--- src/rtl/lzd_shift_encoder_pkg.sv ---
`default_nettype none
// ============================================================================
// Module   : lzd_shift_encoder_pkg
// Purpose  : Shared FPU constants and helpers for the leading-zero detector.
//            Holds the nibble group width and the group-count function.
// Revision : 1.0 - initial release
// ============================================================================
package lzd_shift_encoder_pkg;

    // Bits per leading-zero group.
    localparam int LZD_GRP = 4;

    // Per-nibble leading-zero result.
    typedef struct packed {
        logic       zero;
        logic [1:0] cnt;
    } lzd_grp_t;

    // Number of nibble groups after appending at least one padding bit.
    function automatic int NG(input int swr);
        return (swr + 1 + LZD_GRP - 1) / LZD_GRP;
    endfunction

endpackage
`default_nettype wire

--- src/rtl/lzd_shift_encoder_group4.sv ---
`default_nettype none
// ============================================================================
// Module   : lzd_group4
// Purpose  : Combinational leading-zero count of one 4-bit nibble.
//            o_cnt is don't-care when o_zero is set.
// Revision : 1.0 - initial release
// ============================================================================
module lzd_group4 (
    input  logic [3:0] i_nib,
    output logic       o_zero,
    output logic [1:0] o_cnt
);

    // Priority decode of the first set bit from the MSB side.
    always_comb begin
        o_zero = ~|i_nib;
        o_cnt  = 2'd0;
        casez (i_nib)
            4'b1???: o_cnt = 2'd0;
            4'b01??: o_cnt = 2'd1;
            4'b001?: o_cnt = 2'd2;
            4'b0001: o_cnt = 2'd3;
            default: o_cnt = 2'd0;
        endcase
    end

endmodule
`default_nettype wire

--- src/rtl/lzd_shift_encoder.sv ---
`default_nettype none
// ============================================================================
// Module   : lzd_shift_encoder
// Purpose  : Two-stage pipelined leading-zero detector with valid/ready flow
//            control, producing the normalization left-shift amount.
// Revision : 1.0 - initial release
// ============================================================================
module lzd_shift_encoder
    import lzd_shift_encoder_pkg::*;
#(
    parameter int SWR = 26,
    parameter int EWR = 5
) (
    input  logic           clk,
    input  logic           rst,
    input  logic           valid_i,
    input  logic [SWR-1:0] S_i,
    output logic           ready_o,
    output logic           valid_o,
    input  logic           ready_i,
    output logic [EWR-1:0] lz_count_o,
    output logic           zero_o
);

    localparam int c_ng    = NG(SWR);
    localparam int c_ext_w = c_ng * LZD_GRP;
    localparam int c_pad_w = c_ext_w - SWR;

    // The padding ones guarantee a non-zero nibble, so an all-zero input
    // counts exactly SWR leading zeros.
    logic [c_ext_w-1:0]       w_ext;
    lzd_grp_t [c_ng-1:0]      w_grp;
    logic                     w_en1;
    logic                     w_en2;
    logic [EWR-1:0]           w_lz;

    logic                     r_v1;
    logic                     r_zero_s1;
    lzd_grp_t [c_ng-1:0]      r_grp;
    logic                     r_valid_o;
    logic [EWR-1:0]           r_lz;
    logic                     r_zero;

    assign w_ext = {S_i, {c_pad_w{1'b1}}};

    // Group index 0 is the most-significant nibble.
    for (genvar g = 0; g < c_ng; g++) begin : g_grp
        lzd_group4 u_grp (
            .i_nib  (w_ext[c_ext_w-1-LZD_GRP*g -: LZD_GRP]),
            .o_zero (w_grp[g].zero),
            .o_cnt  (w_grp[g].cnt)
        );
    end

    // Stage 2 may advance when empty or when its content is being taken;
    // stage 1 may advance when empty or when stage 2 advances.
    always_comb begin
        w_en2 = ~r_valid_o | ready_i;
        w_en1 = ~r_v1 | w_en2;
    end

    assign ready_o = w_en1;

    // Stage 1: register per-nibble flags/counts and the all-zero flag.
    always_ff @(posedge clk) begin
        if (rst) begin
            r_v1      <= 1'b0;
            r_zero_s1 <= 1'b0;
            r_grp     <= '0;
        end else if (w_en1) begin
            r_v1      <= valid_i;
            r_zero_s1 <= ~|S_i;
            r_grp     <= w_grp;
        end
    end

    // Priority-select the first non-zero nibble, scanning so that the
    // most-significant candidate is assigned last and wins.
    always_comb begin
        w_lz = '0;
        for (int g = c_ng - 1; g >= 0; g--) begin
            if (!r_grp[g].zero) begin
                w_lz = EWR'(LZD_GRP * g) + EWR'(r_grp[g].cnt);
            end
        end
    end

    // Stage 2: register the encoded count; holds while stalled.
    always_ff @(posedge clk) begin
        if (rst) begin
            r_valid_o <= 1'b0;
            r_lz      <= '0;
            r_zero    <= 1'b0;
        end else if (w_en2) begin
            r_valid_o <= r_v1;
            r_lz      <= w_lz;
            r_zero    <= r_zero_s1;
        end
    end

    assign valid_o    = r_valid_o;
    assign lz_count_o = r_lz;
    assign zero_o     = r_zero;

endmodule
`default_nettype wire

--- config.mk ---
export PLATFORM = sky130hd
export DESIGN_NAME = lzd_shift_encoder
export DESIGN_NICKNAME = d
export VERILOG_FILES = /design/src/rtl/lzd_shift_encoder_pkg.sv /design/src/rtl/lzd_shift_encoder_group4.sv /design/src/rtl/lzd_shift_encoder.sv
export SDC_FILE = /design/constraint.sdc
export NUM_CORES = 1
export LEC_CHECK = 0
export BUFFER_PORTS_ARGS = -buffer_cell sky130_fd_sc_hd__buf_4
export CAP_MARGIN = 20
export CORE_AREA = 2 2 58 60
export CTS_BUF_LIST = sky130_fd_sc_hd__clkbuf_4 sky130_fd_sc_hd__clkbuf_8 sky130_fd_sc_hd__clkbuf_16
export CTS_CLUSTER_SIZE = 40
export DETAILED_ROUTE_END_ITERATION = 10
export DIE_AREA = 0 0 60 62
export HOLD_SLACK_MARGIN = 0.02
export PLACE_DENSITY = 0.69
export SYNTH_ARGS = -nofsm -noshare
export SYNTH_HDL_FRONTEND = slang
export SYNTH_SLANG_ARGS = --single-unit
--- constraint.sdc ---
create_clock -name clk -period 1.2 [get_ports clk]
set_input_delay 0.18 -clock clk [delete_from_list [all_inputs] [get_ports clk]]
set_output_delay 0.18 -clock clk [all_outputs]
set_load 0.03 [all_outputs]
== Yosys cells after proc, flatten, opt, wreduce, memory -nomap -nowiden ==
Cells that the tools add are included.

* Bits in registers: 29
* Bits in latches: 0
* Memory bits (writable): 0
* Memory bits (read-only): 0
* Output and inout port bits: 8
* Memories: 0

* Add/sub/neg operators: 6
* $mul: 0
* Divide/modulo/power cells: 0
* $lt $le $gt $ge: 0
* Equality and inequality tests: 19
* Shift-type cells: 0
* Muxes and demuxes: 13
* Bitwise logic cells: 4
* Reduce and logical (&&, ||, !) cells: 15

{| class="wikitable"
|+ Operator list
! operator !! number
|-
| $pmux W2 S3 || 6
|-
| $mux W5 || 6
|-
| $reduce_or A26 Y1 || 1
|-
| $eq A4 B1 Y1 const B || 6
|-
| $reduce_or A4 Y1 || 6
|-
| $eq A3 B1 Y1 const B || 6
|-
| $eq A2 B1 Y1 const B || 7
|-
| $add A4 B2 Y5 const A || 2
|-
| $add A5 B2 Y5 const A || 2
|-
| $logic_not A1 Y1 || 7
|-
| $add A4 B3 Y5 const A || 1
|-
| $add A3 B2 Y4 const A || 1
|-
| $pmux W2 S2 || 1
|-
| $logic_not A2 Y1 || 1
|-
| $not A1 Y1 || 2
|-
| $or A1 B1 Y1 || 2
|}

== Depth between registers and ports, before layout ==
Gate-level depths: netlist of run 1.

* Depth after elaboration: 7
* Gate-level depth with buffers: 6

== By module ==
A second synthesis of run 1 with hierarchy kept.

* Cell total of the unflattened synthesis: 213
* Area, all modules: 1602.8 µm²

{| class="wikitable"
|+ By module, submodules not included
! module !! times used !! cells each !! area each (µm²) !! sequential area each (µm²)
|-
| lzd_shift_encoder || 1 || 171 || 1322.5 || 600.6
|-
| lzd_group4 || 7 || 6 || 40.0 || 0.0
|}

== Worst setup path after synthesis of run 1 ==
No wires, ideal clock.

* Kind: flip-flop to flip-flop
* Start point: reg r_valid_o (netlist: valid_o)
* End point: reg r_grp[3] (netlist name)
* Library setup time: 0.128 ns
* Arrival: 1.309 ns
* Data required time: 1.072 ns
* Setup slack: -0.237 ns
* Stages on the path, launching flop included: 7
* Period minus slack after synthesis: 1.437 ns
* Path through: dfxtp_1 -> and3b_1 -> inv_1 -> buf_2 -> o21ai_0 -> a2bb2oi_1 -> nor2_1

* Longest elaborated chain between the ends: 3

{| class="wikitable"
|+ Ends and longest elaborated chain
! element !! line !! source
|-
| start, declared || lzd_shift_encoder.sv:40 || <nowiki>logic r_valid_o;</nowiki>
|-
| start signal, assigned || lzd_shift_encoder.sv:95 || <nowiki>r_valid_o <= r_v1;</nowiki>
|-
| $not A1 Y1 || lzd_shift_encoder.sv:58 || <nowiki>w_en2 = ~r_valid_o | ready_i;</nowiki>
|-
| $or A1 B1 Y1 || lzd_shift_encoder.sv:58 ||
|-
| $or A1 B1 Y1 || lzd_shift_encoder.sv:59 || <nowiki>w_en1 = ~r_v1 | w_en2;</nowiki>
|-
| named net ready_o || lzd_shift_encoder.sv:18 || <nowiki>output logic ready_o,</nowiki>
|-
| end signal, assigned || lzd_shift_encoder.sv:73 || <nowiki>r_grp <= w_grp;</nowiki>
|-
| end, declared || lzd_shift_encoder.sv:39 || <nowiki>lzd_grp_t [c_ng-1:0] r_grp;</nowiki>
|}

The timed path passes the listed nets, and every way through them passes these cells.
A chain may end at the register's enable or synchronous reset.

== Worst setup path after layout of run 1 ==
* Start point: reg r_valid_o (netlist: valid_o)
* End point: out ready_o

* Longest elaborated chain between the ends: 3

{| class="wikitable"
|+ Ends and longest elaborated chain
! element !! line
|-
| $not A1 Y1 || lzd_shift_encoder.sv:58
|-
| $or A1 B1 Y1 || lzd_shift_encoder.sv:58
|-
| $or A1 B1 Y1 || lzd_shift_encoder.sv:59
|-
| end, declared || lzd_shift_encoder.sv:18
|}

No other way between the ends.

==> flow_metrics.env, run 1 <==
export IMPL_hpwlAfterDp_um=2590
export IMPL_drc=0
export IMPL_slowest_stage="dfxtp_4"
export IMPL_drt_vias_per_instance=5.20
export IMPL_yosysTopAreaCellShare_pct=43.5
export IMPL_finClkSkew_ns=0.00433
export IMPL_wl_per_cell_um=13.4
export IMPL_path_max_fanout=2
export IMPL_drive_above_1_share_pct=41.5
export IMPL_synth_main_ff_cell="dfxtp_1"
export IMPL_antenna_found_initial=0
export IMPL_yosysSeqAreaShare_pct=43.5
export IMPL_mappedNetlistArea_um2=1330
export IMPL_power_density_nw_per_um2=955
export IMPL_period_share_pct=113
export IMPL_dieArea_um2=3720
export IMPL_n_fill_cell=277
export IMPL_avgSynthCellArea_um2=8.03
export IMPL_worst_path_dominant_cell_family="flip-flops"
export IMPL_cts_max_path_buffers=2
export IMPL_required_ns=1.02
export IMPL_r2r_end="r_grp[6]"
export IMPL_cts_tree="built"
export IMPL_min_delay_path_depth=3
export IMPL_gp_congestion=0.844
export IMPL_syn_to_final_growth_pct=53.8
export IMPL_initial_core_util_pct=42.0
export IMPL_min_to="r_v1"
export IMPL_hold_class="input pin to flop"
export IMPL_fin_crit_ns=1.36
export IMPL_finalSetupViolations=13
export IMPL_place_area_um2=1820
export IMPL_start_kind="flop"
export IMPL_ys_ff_latch=29
export IMPL_ff2ff_path_depth=6
export IMPL_max_stage_delay_ns=0.35
export IMPL_placementRows=21
export IMPL_synth_cells=166
export IMPL_ys_top_cells_by_count="29 x dfxtp_1, 29 x nor2_1, 19 x nand2_1"
export IMPL_cts_root_buffer="clkbuf_4"
export IMPL_r2r_start="valid_o"
export IMPL_grt_first_pass_wirelength_um=5780
export IMPL_cellLeakagePower_nw=0.794
export IMPL_grt_util_all_layers_pct=21.0
export IMPL_grt_max_degree=30
export IMPL_clk_pin_slew_ns=0.08
export IMPL_grt_setup_unrepaired="yes"
export IMPL_io_buffers=37
export IMPL_rrSetupSlack_ns=-0.12
export IMPL_finalHoldViolations=0
export IMPL_nets=254
export IMPL_routed_wl_um=3630
export IMPL_async_flop_share_pct=0
export IMPL_ctsHtreeMaxLevel=2
export IMPL_firstDrtPassIters=4
export IMPL_coreArea_um2=3180
export IMPL_outcome="finished with violations"
export IMPL_yosysWarnings=0
export IMPL_maxCapViolCount=0
export IMPL_synth_area_leaders="dfxtp_1 44%, nor2_1 8.2%, a21oi_1 6.4%, nor4_1 5.6%, nand2_1 5.3%"
export IMPL_arrival_ns=1.18
export IMPL_postRouteAntennaNets=0
export IMPL_slew_limit_headroom_pct=72.7
export IMPL_fp_dieW_um=60
export IMPL_slew_viol_final=0
export IMPL_worstMarginPinSlew_ns=0.406
export IMPL_violations="negative setup slack"
export IMPL_path_class="flop to output port"
export IMPL_synth_edff_count=0
export IMPL_hold_buffers=0
export IMPL_peakVddDrop_mv=0.536
export IMPL_design_area_um2=2050
export IMPL_finish_utilization_pct=64.5
export IMPL_p_total_mw=1.96
export IMPL_path_cells="and3b_2 -> clkinvlp_4 -> buf_6"
export IMPL_die_h_um=62
export IMPL_setup_ws_ns=-0.157
export IMPL_max_freq_ghz=0.737
export IMPL_antenna_cells=0
export IMPL_numClockSinks=29
export IMPL_holdCritStartpoint="valid_i"
export IMPL_yosysTopAreaCell="dfxtp_1"
export IMPL_overflow=0
export IMPL_numCtsBuffers=5
export IMPL_cp_end_kind="output port"
export IMPL_clock_latency_ns=0.32
export IMPL_drt_iter0_drc=48
export IMPL_ios=38
export IMPL_syn_nets=196
export IMPL_first_global_vias=1317
export IMPL_yosysUniqueCellTypes=31
export IMPL_cp_buffers_inverters=2
export IMPL_vias=1404
## area by class of cell
type	instances	area, µm²	area share, %
Multi-Input combinational cell	123	837	40.8
Sequential cell	29	593	28.9
Timing Repair Buffer	60	483	23.5
Clock buffer	7	58.8	2.87
Tap cell	46	57.6	2.80
Inverter	5	22.5	1.10
## placed cells by master (no fill, tap or decap), types with 2 or more instances in the layout
master	netlist	routed
o21ai_0	6	6
a2bb2oi_1	6	5
clkbuf_4	0	6
nand2_1	19	19
nor4_1	12	6
buf_4	1	56
o22ai_1	2	2
inv_1	5	4
buf_6	0	2
dfxtp_4	0	3
nor2_1	29	29
nor2b_1	7	7
nand2b_1	4	3
o2111ai_2	0	2
a21oi_1	17	16
a211oi_2	1	2
a2111oi_2	2	2
nor4_4	0	5
dfxtp_1	29	25
a311oi_2	0	2
buf_12	0	2
## how the worst max path moves through the flow
| stage | start | end | cells after the start |
|---|---|---|---|
| global placement | valid_o | lz_count_o[1] | 5 |
| CTS | valid_o | ready_o | 3 |
| detailed placement | valid_o | lz_count_o[1] | 5 |
| finish | valid_o | ready_o | 3 |
| global route | r_v1 | ready_o | 3 |
| floorplan | valid_o | r_grp[3] | 6 |
## logic make-up (layout without fill, tap and decap cells)
family                 Yosys count  count (layout)  synth area share, %
AOI/OAI and AO/OA               44              44                 22.9
buffers and inverters           14              72                 4.60
DFF                             29              29                 43.5
muxes                            2               2                 1.50
and+or+nand+nor                 77              77                 27.5
## worst register-to-register path, stage by stage (launching register included)
cell and delay [ns]:
dfxtp_4 0.35, and3b_2 0.22, clkinvlp_4 0.13, buf_6 0.17, o21ai_0 0.09, a2bb2oi_1 0.20, nor2_1 0.05
## metrics by stage
step | TNS [ns] | hold slack [ns] | instances | setup WS [ns]
after global placement | -0.499 | 0.387 | 262 | -0.0872
after CTS | -1.38 | 0.0729 | 270 | -0.146
after detailed placement | -1.14 | 0.404 | 262 | -0.122
after floorplan | -0.000851 | 0.301 | 166 | -0.000440
final | -1.14 | 0.0718 | 270 | -0.157
after global routing | -2.17 | 0.0890 | 270 | -0.208
## timing repair
item | 4_1_cts | 5_1_grt
gates resized for setup | 20 | 11
endpoints found under the setup margin | 16 | 20
setup buffers | 1 | 1
pin swaps | 2 | 8
## metal layers
metal	GRT usage, %	up-vias	wire [µm]
met5	0	-	0
li1	-	708	-
met4	9.52	0	46
met1	24.6	666	1560
met2	37.6	24	1900
met3	3.73	6	127
## sequential cells by signal (all words and copies together), names as in the netlist
signal / flops
valid_o: 1
r_zero_s1: 1
lz_count_o: 5
r_v1: 1
zero_o: 1
r_grp: 20
## power by group
group	switching, mW	total (mW)	leakage, nW	internal, mW
registers	0.0233	1.01	0.239	0.989
clock network	0.317	0.616	0.0348	0.299
logic	0.154	0.332	0.520	0.178
total	0.494	1.96	0.794	1.47
Power figures use the tool's default switching activity.
==> run 2: changes to the inputs <==
--- a/config.mk
+++ b/config.mk
@@ -5,15 +5,15 @@
 export SDC_FILE = /design/constraint.sdc
 export NUM_CORES = 1
 export LEC_CHECK = 0
-export BUFFER_PORTS_ARGS = -buffer_cell sky130_fd_sc_hd__buf_4
 export CAP_MARGIN = 20
-export CORE_AREA = 2 2 58 60
+export CORE_AREA = 2 2 57 59
 export CTS_BUF_LIST = sky130_fd_sc_hd__clkbuf_4 sky130_fd_sc_hd__clkbuf_8 sky130_fd_sc_hd__clkbuf_16
 export CTS_CLUSTER_SIZE = 40
 export DETAILED_ROUTE_END_ITERATION = 10
-export DIE_AREA = 0 0 60 62
+export DIE_AREA = 0 0 59 61
+export DONT_BUFFER_PORTS = 1
 export HOLD_SLACK_MARGIN = 0.02
-export PLACE_DENSITY = 0.69
+export PLACE_DENSITY = 0.67
 export SYNTH_ARGS = -nofsm -noshare
 export SYNTH_HDL_FRONTEND = slang
 export SYNTH_SLANG_ARGS = --single-unit
==> run 2 against run 1 <==
Compared with the run above: the run still ends with negative setup slack left; highest routed layer unchanged; cell area shrank 0.98%; critical path depth rose by 1; non-clock buffer count decreased by 26; sequential cell count did not move; register-to-register slack about the same; die area down 3.3%; via count is 1.4% lower; clock power up 11%; total power is 0.47% higher.
==> flow_metrics.env, run 2 (synthesis gave the netlist of run 1 again) <==
export IMPL_regMostFlops="r_grp"
export IMPL_clock_latency_ns=0.33
export IMPL_slew_limit_headroom_pct=66.2
export IMPL_r2r_start="valid_o"
export IMPL_finish_utilization_pct=68.8
export IMPL_arrival_ns=1.19
export IMPL_firstDrtPassIters=5
export IMPL_placementRows=20
export IMPL_finalSetupViolations=15
export IMPL_grt_max_degree=30
export IMPL_die_h_um=61
export IMPL_antenna_cells=0
export IMPL_cp_end_kind="output port"
export IMPL_wl_per_cell_um=16.8
export IMPL_place_area_um2=1500
export IMPL_peakVddDrop_mv=0.702
export IMPL_grt_util_all_layers_pct=21.5
export IMPL_vias=1384
export IMPL_cellLeakagePower_nw=0.730
export IMPL_required_ns=1.02
export IMPL_violations="negative setup slack"
export IMPL_ff2ff_path_depth=8
export IMPL_drive_above_1_share_pct=43.2
export IMPL_gp_congestion=0.800
export IMPL_ctsHtreeMaxLevel=2
export IMPL_postRouteAntennaNets=0
export IMPL_initial_core_util_pct=45.2
export IMPL_fp_dieW_um=59
export IMPL_grt_setup_unrepaired="yes"
export IMPL_path_max_fanout=2
export IMPL_holdWs_ns=0.0239
export IMPL_io_buffers=0
export IMPL_ios=38
export IMPL_cts_root_buffer="clkbuf_4"
export IMPL_layout_commonest_cell="nor2_1"
export IMPL_first_global_vias=1318
export IMPL_grt_first_pass_wirelength_um=5750
export IMPL_clk_pin_slew_ns=0.09
export IMPL_min_delay_path_depth=2
export IMPL_syn_to_final_growth_pct=52.3
export IMPL_n_fill_cell=227
export IMPL_numCtsBuffers=5
export IMPL_min_to="r_grp[18]"
export IMPL_cts_tree="built"
export IMPL_rrSetupSlack_ns=-0.13
export IMPL_place_inst=210
export IMPL_antenna_found_initial=0
export IMPL_mostFrequentLayoutCells="29 x nor2_1, 25 x dfxtp_1, 16 x buf_4"
export IMPL_worstMarginPinSlew_ns=0.502
export IMPL_outcome="finished with violations"
export IMPL_hpwlAfterDp_um=2250
export IMPL_power_density_nw_per_um2=969
export IMPL_path_class="flop to output port"
export IMPL_drt_iter0_drc=54
export IMPL_layoutNonFillerInstCount=232
export IMPL_holdCritStartpoint="S_i[0]"
export IMPL_overflow=0
export IMPL_maxCapViolCount=0
export IMPL_drt_vias_per_instance=5.97
export IMPL_setup_ws_ns=-0.173
export IMPL_coreArea_um2=2950
export IMPL_dp_slack_ns=-0.165
export IMPL_design_area_um2=2030
export IMPL_finalHoldViolations=0
export IMPL_nets=228
export IMPL_drc=0
export IMPL_largest_reg_flops=20
export IMPL_period_share_pct=114
export IMPL_finClkSkew_ns=0.00821
export IMPL_max_freq_ghz=0.728
export IMPL_routed_wl_um=3910
export IMPL_dieArea_um2=3600
export IMPL_numClockSinks=29
export IMPL_start_kind="flop"
export IMPL_hold_class="input pin to flop"
export IMPL_fin_crit_ns=1.37
export IMPL_cts_max_path_buffers=2
export IMPL_r2r_end="r_grp[0]"
export IMPL_slew_viol_final=0
## run 2: cell types whose count changed in the layout (fill, tap and decap cells not counted), sizes merged
cell / delta
clkinvlp: -1
clkinv: +1
clkbuf: +1
dlygate4sd3: +2
buf: -29
inv: +1
## run 2: critical path, cell delays in order (launching register included)
cell and delay (ns):
dfxtp_4 0.35, and3b_2 0.22, inv_2 0.07, buf_6 0.11
buf_6 0.12
## run 2: final cells by class
cell class / count / area (µm²) / share of cell area [%]
clock buffers: 7 / 65.1 / 3.20
repair buffers: 34 / 355 / 17.5
inverters: 5 / 18.8 / 0.924
clock inverters: 1 / 5.00 / 0.246
well taps: 33 / 41.3 / 2.03
multi-input cells: 123 / 956 / 47.0
flip-flops and latches: 29 / 591 / 29.1
## run 2: where the power goes
group | internal [mW] | leakage, nW | switching [mW] | total [mW]
combinational | 0.144 | 0.449 | 0.121 | 0.265
sequential | 0.992 | 0.239 | 0.0265 | 1.02
clock | 0.339 | 0.0413 | 0.347 | 0.686
## run 2: what timing repair did
action / in CTS / in global routing
setup endpoints to repair: 17 / 22
setup buffers: 4 / 8
endpoints found under the hold margin: 29 / 29
resized for setup: 37 / 38
pin swaps: 10 / 18
cloned: 0 / 1
## run 2: through the flow
step,power [mW],setup TNS [ns]
floorplan,1.16,-0.000851
global placement,1.18,-0.580
detailed placement,1.19,-1.17
CTS,1.91,-1.03
global route,2.05,-2.05
finish,1.97,-1.26
## run 2: worst max-delay path by stage
stage / end / start
3_5_place_dp: r_grp[9] / valid_o
5_1_grt: r_grp[1] / valid_o
3_3_place_gp: lz_count_o[0] / r_grp[17]
2_1_floorplan: r_grp[3] / valid_o
4_1_cts: ready_o / valid_o
6_report: ready_o / valid_o
## run 2: routing by layer
metal  up-vias  routed length, µm  GRT usage, %
met5         -                  0             0
met4         0                 72          5.84
met3         6                267          7.25
met2        57               1940          36.3
met1       664               1630          26.2
li1        657                  -             -
